--- src/rtl/map_pkg.sv ---
// rtl/map_pkg.sv - shared constants, sprite codes and FSM state type for the map access arbiter
package map_pkg;

    localparam int MAP_W_DEF = 20;
    localparam int MAP_H_DEF = 25;
    localparam int ADDR_W    = 9;
    localparam int CODE_W    = 3;

    localparam logic [CODE_W-1:0] SPR_EMPTY  = 3'd0;
    localparam logic [CODE_W-1:0] SPR_WALL   = 3'd1;
    localparam logic [CODE_W-1:0] SPR_DOT    = 3'd2;
    localparam logic [CODE_W-1:0] SPR_POWER  = 3'd3;
    localparam logic [CODE_W-1:0] SPR_PACMAN = 3'd4;
    localparam logic [CODE_W-1:0] SPR_GHOST  = 3'd5;

    typedef enum logic {
        IDLE  = 1'b0,
        CLEAR = 1'b1
    } arb_state_t;

endpackage

--- src/rtl/map_req_picker.sv ---
// rtl/map_req_picker.sv - combinational request picker: req vector (plus pointer) to one-hot grant and index
//
// Ports:
//   req    in   per-requester request bits
//   ptr    in   last granted index (present only with MAP_ARB_ROUND_ROBIN_EN)
//   grant  out  one-hot winner
//   idx    out  binary index of the winner
//   any    out  some requester won
// Macro MAP_ARB_ROUND_ROBIN_EN selects cyclic search after ptr; otherwise
// fixed priority with index 0 highest.
module map_req_picker #(
    parameter int NUM_REQ = 3,
    parameter int IDX_W   = 2
) (
    input  logic [NUM_REQ-1:0] req,
`ifdef MAP_ARB_ROUND_ROBIN_EN
    input  logic [IDX_W-1:0]   ptr,
`endif
    output logic [NUM_REQ-1:0] grant,
    output logic [IDX_W-1:0]   idx,
    output logic               any
);

`ifdef MAP_ARB_ROUND_ROBIN_EN
    always_comb begin
        int cand;
        grant = '0;
        idx   = '0;
        any   = 1'b0;
        cand  = 0;
        // Start one past the last winner so the last winner is searched last.
        for (int k = 1; k <= NUM_REQ; k++) begin
            cand = (int'(ptr) + k) % NUM_REQ;
            if (!any && req[cand]) begin
                any         = 1'b1;
                grant[cand] = 1'b1;
                idx         = IDX_W'(cand);
            end
        end
    end
`else
    always_comb begin
        grant = '0;
        idx   = '0;
        any   = 1'b0;
        for (int i = 0; i < NUM_REQ; i++) begin
            if (!any && req[i]) begin
                any      = 1'b1;
                grant[i] = 1'b1;
                idx      = IDX_W'(i);
            end
        end
    end
`endif

endmodule

--- src/rtl/map_access_arbiter.sv ---
// rtl/map_access_arbiter.sv - shares the single-port map RAM among requesters and runs the clear sweep
//
// Ports:
//   clock_50, reset_n            clock and synchronous active-low reset
//   req/req_we/req_x/req_y/req_wdata  packed per-requester access (5-bit x/y, 3-bit data)
//   grant                        one-hot, combinational, in the accept cycle
//   rdata_valid/rdata            registered read response one cycle after grant
//   oob_err                      accepted access had x >= MAP_W or y >= MAP_H
//   clear_start/busy/clear_done  clear sweep control and status
//   ram_address/ram_data/ram_wren/ram_q  map RAM port (q valid 1 cycle after address)
// Macro MAP_ARB_ROUND_ROBIN_EN enables round-robin arbitration (default fixed priority).
module map_access_arbiter
    import map_pkg::*;
#(
    parameter int          NUM_REQ     = 3,
    parameter int          MAP_W       = MAP_W_DEF,
    parameter int          MAP_H       = MAP_H_DEF,
    parameter logic [2:0]  CLEAR_VALUE = 3'd0
) (
    input  logic                   clock_50,
    input  logic                   reset_n,
    input  logic [NUM_REQ-1:0]     req,
    input  logic [NUM_REQ-1:0]     req_we,
    input  logic [5*NUM_REQ-1:0]   req_x,
    input  logic [5*NUM_REQ-1:0]   req_y,
    input  logic [3*NUM_REQ-1:0]   req_wdata,
    output logic [NUM_REQ-1:0]     grant,
    output logic [NUM_REQ-1:0]     rdata_valid,
    output logic [2:0]             rdata,
    output logic                   oob_err,
    input  logic                   clear_start,
    output logic                   busy,
    output logic                   clear_done,
    output logic [8:0]             ram_address,
    output logic [2:0]             ram_data,
    output logic                   ram_wren,
    input  logic [2:0]             ram_q
);

    localparam int         IDX_W     = (NUM_REQ > 1) ? $clog2(NUM_REQ) : 1;
    localparam logic [8:0] MAP_W9    = 9'(MAP_W);
    localparam logic [8:0] MAP_H9    = 9'(MAP_H);
    localparam logic [8:0] LAST_ADDR = 9'(MAP_W * MAP_H - 1);

    arb_state_t           state_q, state_d;
    logic [8:0]           clr_cnt_q;
    logic [NUM_REQ-1:0]   rvalid_q;
    logic                 roob_q;
    logic                 clear_done_q;
    logic                 accept;

    logic [NUM_REQ-1:0]   pick_grant;
    logic [IDX_W-1:0]     pick_idx;
    logic                 pick_any;

    logic [4:0]           sel_x, sel_y;
    logic [2:0]           sel_wdata;
    logic                 sel_we, sel_oob;
    logic [8:0]           lin_addr;

`ifdef MAP_ARB_ROUND_ROBIN_EN
    logic [IDX_W-1:0]     ptr_q;
`endif

    map_req_picker #(
        .NUM_REQ (NUM_REQ),
        .IDX_W   (IDX_W)
    ) u_picker (
        .req   (req),
`ifdef MAP_ARB_ROUND_ROBIN_EN
        .ptr   (ptr_q),
`endif
        .grant (pick_grant),
        .idx   (pick_idx),
        .any   (pick_any)
    );

    assign sel_x     = req_x[5*pick_idx +: 5];
    assign sel_y     = req_y[5*pick_idx +: 5];
    assign sel_wdata = req_wdata[3*pick_idx +: 3];
    assign sel_we    = req_we[pick_idx];
    assign sel_oob   = ({4'b0, sel_x} >= MAP_W9) || ({4'b0, sel_y} >= MAP_H9);
    // Product wraps to 9 bits; only matters for out-of-range accesses, which never write.
    assign lin_addr  = {4'b0, sel_y} * MAP_W9 + {4'b0, sel_x};

    always_comb begin
        state_d     = state_q;
        grant       = '0;
        accept      = 1'b0;
        oob_err     = 1'b0;
        ram_address = '0;
        ram_data    = '0;
        ram_wren    = 1'b0;
        case (state_q)
            IDLE: begin
                // clear_start outranks every requester in the same cycle
                if (clear_start) begin
                    state_d = CLEAR;
                end else if (pick_any) begin
                    accept      = 1'b1;
                    grant       = pick_grant;
                    oob_err     = sel_oob;
                    ram_address = lin_addr;
                    ram_data    = sel_wdata;
                    ram_wren    = sel_we && !sel_oob;
                end
            end
            CLEAR: begin
                ram_address = clr_cnt_q;
                ram_data    = CLEAR_VALUE;
                ram_wren    = 1'b1;
                if (clr_cnt_q == LAST_ADDR) begin
                    state_d = IDLE;
                end
            end
        endcase
        // Keep the RAM and requesters quiet while reset is held.
        if (!reset_n) begin
            grant    = '0;
            accept   = 1'b0;
            oob_err  = 1'b0;
            ram_wren = 1'b0;
        end
    end

    always_ff @(posedge clock_50) begin
        if (!reset_n) begin
            state_q      <= IDLE;
            clr_cnt_q    <= '0;
            rvalid_q     <= '0;
            roob_q       <= 1'b0;
            clear_done_q <= 1'b0;
`ifdef MAP_ARB_ROUND_ROBIN_EN
            ptr_q        <= IDX_W'(NUM_REQ - 1);
`endif
        end else begin
            state_q      <= state_d;
            clr_cnt_q    <= (state_q == CLEAR) ? clr_cnt_q + 9'd1 : 9'd0;
            clear_done_q <= (state_q == CLEAR) && (clr_cnt_q == LAST_ADDR);
            rvalid_q     <= (accept && !sel_we) ? pick_grant : '0;
            roob_q       <= accept && sel_oob;
`ifdef MAP_ARB_ROUND_ROBIN_EN
            if (accept) begin
                ptr_q <= pick_idx;
            end
`endif
        end
    end

    assign busy        = (state_q == CLEAR);
    assign clear_done  = clear_done_q;
    assign rdata_valid = rvalid_q;
    assign rdata       = ((|rvalid_q) && !roob_q) ? ram_q : 3'd0;

endmodule
--- config.mk ---
export PLATFORM = sky130hd
export DESIGN_NAME = map_access_arbiter
export DESIGN_NICKNAME = d
export VERILOG_FILES = /design/src/rtl/map_pkg.sv /design/src/rtl/map_req_picker.sv /design/src/rtl/map_access_arbiter.sv
export SDC_FILE = /design/constraint.sdc
export NUM_CORES = 1
export LEC_CHECK = 0
export CORE_MARGIN = 3
export CORE_UTILIZATION = 44
export CTS_CLUSTER_DIAMETER = 50
export DETAILED_ROUTE_END_ITERATION = 12
export PLACE_DENSITY = 0.87
export SKIP_LAST_GASP = 1
export SLEW_MARGIN = 10
export SYNTH_ARGS = -nofsm -noshare
export SYNTH_HDL_FRONTEND = slang
export SYNTH_SLANG_ARGS = --single-unit
--- constraint.sdc ---
create_clock -name clock_50 -period 9.2 [get_ports clock_50]
set_input_delay 0.92 -clock clock_50 [delete_from_list [all_inputs] [get_ports clock_50]]
set_output_delay 0.92 -clock clock_50 [all_outputs]
set_load 0.02 [all_outputs]
# After elaboration in Yosys (flattened, before gate mapping)
# Index checks and enable logic that the tools add are counted.
# totals
reg_bits	15
inputBits	51
output_inout_bits	25
# classes
addsub	2
multipliers	3
order_cmp	3
n_eq_ne	1
n_shift	3
muxes	35
n_bitwise	1
n_reduce_logical	16
# op_table
op	n
15-bit by 6-bit variable part select with 5-bit output	2
3-bit two-way mux	7
1-bit two-way mux	20
9-bit two-way mux	2
9-bit one-hot mux with 2 select lines	1
5-bit >= comparator (second input constant)	2
9-bit by 1-bit adder with 9-bit output (second input constant)	1
9-bit by 5-bit adder with 9-bit output	1
9-bit == test (second input constant)	1
9-bit by 5-bit variable part select with 3-bit output	1
1-bit logical AND	7
5-bit by 3-bit multiplier with 7-bit output (second input constant)	1
3-bit one-hot mux with 2 select lines	1
1-bit zero test	5
3-bit by 2-bit multiplier with 5-bit output (first input constant)	1
2-bit by 2-bit multiplier with 4-bit output (first input constant)	1
1-bit one-hot mux with 2 select lines	2
2-bit AND reduction	2
2-bit by 3-bit < comparator with 1-bit output (second input constant)	1
3-bit OR reduction	1
1-bit binary-select mux with 2-bit select	1
2-bit two-way mux	1
1-bit logical OR	1
1-bit NOT	1

# Longest topological paths before layout
# depth
word_depth	17
depth_mapped	14
mapped_depth_nobuf	12

# By module
# From an unflattened synthesis, not the netlist that was laid out.
# hier_totals
hier_cells	183
area_unflattened_um2	1455.1
# by_module_without_submodules
module	n_inst	cells_per_inst	area_per_inst_um2
map_access_arbiter	1	177	1410.1
map_req_picker	1	6	45.0

# Least setup slack after synthesis
# OpenSTA, ideal clock, no wires.
# synth_path
path_type	input to output
from	input req[2]
to	output ram_address[8]
arrival_time_ns	3.670
required_ns	8.280
path_slack_ns	4.610
cell_stages	13
n_path_buf	2
cell_sequence	buf_6 -> nor2b_4 -> buf_6 -> a32o_1 -> a221oi_1 -> inv_1 -> ha_1 -> inv_1 -> fa_1 -> nand2b_1 -> nor3_1 -> o21ai_0 -> a221o_1
# synth_via
elab_chain_cells	9
elab_cells_between_ends	11
cone_classes	add/sub: 1; mul: 2; shift: 2; mux: 5; reduce/logical: 1
# synth_lines
element	line_no	text
start, declared	map_access_arbiter.sv:22	input logic [NUM_REQ-1:0] req,
1-bit logical AND *	map_req_picker.sv:47	if (!any && req[i]) begin
2-bit two-way mux	map_req_picker.sv:47	
3-bit by 2-bit multiplier with 5-bit output	map_access_arbiter.sv:78, map_access_arbiter.sv:79	
15-bit by 6-bit variable part select with 5-bit output	map_access_arbiter.sv:79	assign sel_y = req_y[5*pick_idx +: 5];
5-bit by 3-bit multiplier with 7-bit output	map_access_arbiter.sv:84	assign lin_addr = {4'b0, sel_y} * MAP_W9 + {4'b0, sel_x};
9-bit by 5-bit adder with 9-bit output	map_access_arbiter.sv:84	
9-bit two-way mux *	map_access_arbiter.sv:99	end else if (pick_any) begin
9-bit two-way mux *	map_access_arbiter.sv:97	if (clear_start) begin
9-bit one-hot mux with 2 select lines *	map_access_arbiter.sv:94	case (state_q)
end, declared	map_access_arbiter.sv:34	output logic [8:0] ram_address,
# Mark *: on every way between the ends. The rest lies on a longest branch, timed or not.

# Worst setup path in the final report
# layout_path
from	input req[0]
to	output ram_address[8]
# layout_via
elab_chain_cells	14
elab_cells_between_ends	17
cone_classes	add/sub: 1; mul: 2; shift: 2; mux: 8; reduce/logical: 4
# layout_lines
element	line_no
1-bit two-way mux *	map_req_picker.sv:47
1-bit zero test	map_req_picker.sv:47
1-bit logical AND	map_req_picker.sv:47
1-bit two-way mux	map_req_picker.sv:47
1-bit zero test	map_req_picker.sv:47
1-bit logical AND	map_req_picker.sv:47
2-bit two-way mux	map_req_picker.sv:47
3-bit by 2-bit multiplier with 5-bit output	map_access_arbiter.sv:78, map_access_arbiter.sv:79
15-bit by 6-bit variable part select with 5-bit output	map_access_arbiter.sv:79
5-bit by 3-bit multiplier with 7-bit output	map_access_arbiter.sv:84
9-bit by 5-bit adder with 9-bit output	map_access_arbiter.sv:84
9-bit two-way mux *	map_access_arbiter.sv:99
9-bit two-way mux *	map_access_arbiter.sv:97
9-bit one-hot mux with 2 select lines *	map_access_arbiter.sv:94
# Marks and branches as above.

==> out/metrics.cfg <==
[setup_path]
rrSetupSlack_ps = 7820
cp_slowest_cell = clkdlybuf4s50_1
critPathRequiredTime_ps = 8280
critPathArrivalTime_ps = 5040
path_max_fanout = 12
critPathLaunch = req[0]
r2r_end = clr_cnt_q[6]
r2r_start = clr_cnt_q[0]
start_kind = primary input
crit_chain = clkdlybuf4s50_1 > nor2b_4 > a32o_1 > a221oi_1 > inv_1 > ha_1 > inv_1 > fa_1 > nand2b_1 > nor3_1 > o21ai_0 > a221o_1 > clkdlybuf4s50_1
critPathKind = in -> out
critical_path.max_stage_delay_ps = 810
worst_r2r_path_depth = 4
endpoint_kind = primary output

[clock_tree]
path_clk_slew_ps = 80
htreeDepth = 1
cts_root_buf = clkbuf_4
cts-buffers-inserted = 3
cts_sinks = 15
cts_setup_buffers = 0
clkLatencyLatePin_ps = 280
clockBufferDepth = 2
cts_resized = 0
cts_tree = done
cts_hold_buf = 0

[detailed_routing]
post-route-drc-count = 0
routed-wl-met3_um = 370
first_pass_iters = 4
drt-total-wl_mm = 4.461
num_vias = 1721
wl_met2_mm = 2.162
drt_iter0_markers = 78
wl_met1_mm = 1.885
viasPerCell = 5.534
ant_nets = 0
top_layer_used = met4
detail_route.wl_per_cell_um = 14.34

[pwr]
switching_share_pct = 36.66
intPower_mw = 0.1487
p_seq_share_pct = 28.9
switching_power_mw = 0.08606
ir_drop_uv = 69.24
power_density_mw_per_mm2 = 103.3
pwr-share-clk_pct = 15.5
p_comb_share_pct = 55.6
leakage_nw = 0.9078

[final_layout]
syn2layout_area_growth_pct = 51.46
fillCellCount = 281
insertedDiodeCount = 0
fin_nets = 329
fin_util_pct = 72.06
final_cell_area_sq_mm = 0.002272
finalNonFillerCells = 311
drive_gt1_share_pct = 5.618

[global_route]
grt_first_pass_wirelength_mm = 7.251
grt_overflow_total = 0
grt_max_degree = 17
antenna_found_initial = 0
grt_pass1_vias = 1659
grt_usage_pct = 21.88

[timing]
setup-violations-final = 0
period_share_pct = 64.79
fin_tns_setup_ps = 0
slew_viol_final = 0
clock.fmax_mhz = 167.8
rsz0062_at_grt = no
period_minus_slack_ps = 5961
worst_pin_slew_ps = 788.7
max-slew-margin-rel_pct = 47.02
fin_skew_ps = 3.129
hold_viol = 0

[logic_synthesis]
yosysMostFrequentCell = nor2_1
synth_top_area_share_pct = 20.02
synth-edff-count = 0
synth_flop_cell = dfxtp_1
syn-mean-instance-area_sq_um = 7.693
synth_nets = 256
yosys_warnings = 0
netlist_instances = 195
ys_top_cells_by_count = nor2_1, nand2_1, dfxtp_1
synth_top_area_cell = dfxtp_1
synth_area_sq_mm = 0.001500
synth_async_sr_flop_share_pct = 0
ys_seq_area_share_pct = 20.02
ys_ff_latch = 15
synth_cell_types = 52
synth.area.top_cells = dfxtp_1, ha_1, nor2_1

[place]
dp.final_hpwl_mm = 3.726
place_inst = 307
placed_area_sq_mm = 0.002246
port_buffers = 75
place_congestion = 0.8306

[floorplanning]
fp.dieW_um = 64.39
placementRows = 20
initial_utilization_pct = 47.58
die_y_um = 64.39
top_level_ports = 76
coreArea_sq_mm = 0.003153
die-area_sq_mm = 0.004146

[min_path]
holdPathEnd = clr_cnt_q[0]
hold_path.class = reg -> reg
worstHoldStart = clr_cnt_q[0]
hold_depth = 1

[run_status]
status = complete, no violations

[run]
cap_violations = 0

==> state kept, by name, indices dropped and copies added (netlist names) <==
signal	count
rdata_valid	3
busy	1
roob_q	1
clr_cnt_q	9
clear_done	1
==> placed cells by master, fill, tap and decap left out, drive strengths merged, types with 3 or more instances in the layout <==
| cell | netlist | final |
|---|---|---|
| nand2 | 19 | 19 |
| xor2 | 7 | 7 |
| dfxtp | 15 | 15 |
| ha | 9 | 9 |
| o21ai | 11 | 11 |
| nor3 | 11 | 11 |
| a21oi | 10 | 10 |
| and3 | 4 | 4 |
| o2bb2ai | 3 | 3 |
| and2b | 3 | 3 |
| mux2i | 3 | 3 |
| clkdlybuf4s50 | 0 | 75 |
| a22o | 3 | 3 |
| o22ai | 3 | 3 |
| nand3 | 6 | 6 |
| xnor2 | 5 | 5 |
| nor2 | 20 | 20 |
| nand2b | 3 | 3 |
| a211oi | 3 | 3 |
| clkbuf | 3 | 4 |
| and2 | 3 | 3 |
| a22oi | 3 | 3 |
| inv | 13 | 13 |
| a32o | 3 | 3 |
==> power by group through the flow <==
stage          Clock [mW]  Sequential (mW)  Combinational, mW
2_1_floorplan           0           0.0691             0.0773
3_3_place_gp            0           0.0693              0.127
3_5_place_dp            0           0.0694              0.130
4_1_cts            0.0379           0.0678              0.130
5_1_grt            0.0428           0.0682              0.141
6_report           0.0365           0.0679              0.130
==> cell type report <==
cell class | instances | area (sq um) | share of cell area (%)
Sequential cell | 15 | 300.3 | 13.22
Tap cell | 44 | 55.05 | 2.423
Clock buffer | 4 | 26.28 | 1.156
Timing Repair Buffer | 75 | 750.7 | 33.04
Inverter | 13 | 48.80 | 2.148
Multi-Input combinational cell | 160 | 1091 | 48.02
==> kinds of logic after synthesis <==
| kind of cell | count (synthesis) | synth area share [%] |
|---|---|---|
| simple gates | 81 | 27.52 |
| flops | 15 | 20.02 |
| xor+xnor | 12 | 7.006 |
| buf+inv | 20 | 7.256 |
| mux | 3 | 2.002 |
| fa+ha+maj | 10 | 8.841 |
| compound gates | 54 | 27.36 |
==> worst max-delay path by stage <==
stage | to | slack (ps) | cells past startpoint
finish | ram_address[8] | 3240 | 13
global placement | ram_address[8] | 3430 | 13
floorplan | ram_address[8] | 4610 | 13
global route | ram_address[8] | 2960 | 13
CTS | ram_address[8] | 3240 | 13
detailed placement | ram_address[8] | 3250 | 13
==> worst max-delay path, delay by kind of cell <==
kind	cells	cell delay [ps]
compound gates	4	1080
fa+ha+maj	2	880
buf+inv	4	1570
simple gates	3	580
==> per-layer routing <==
layer	GRT usage, %	up-vias
met5	0	-
met4	5.541	0
met3	5.272	6
met2	39.30	77
met1	25.80	784
li1	-	854
==> per-stage QoR <==
stage / power [mW] / hold WS (ps) / worst slack (ps)
6_report: 0.2348 / 495.3 / 3239
3_3_place_gp: 0.1967 / 459.4 / 3433
2_1_floorplan: 0.1464 / 437.5 / 4610
5_1_grt: 0.2523 / 531.0 / 2958
3_5_place_dp: 0.1993 / 488.2 / 3248
4_1_cts: 0.2361 / 507.0 / 3237
No activity file was read; power rests on OpenSTA's default activity.
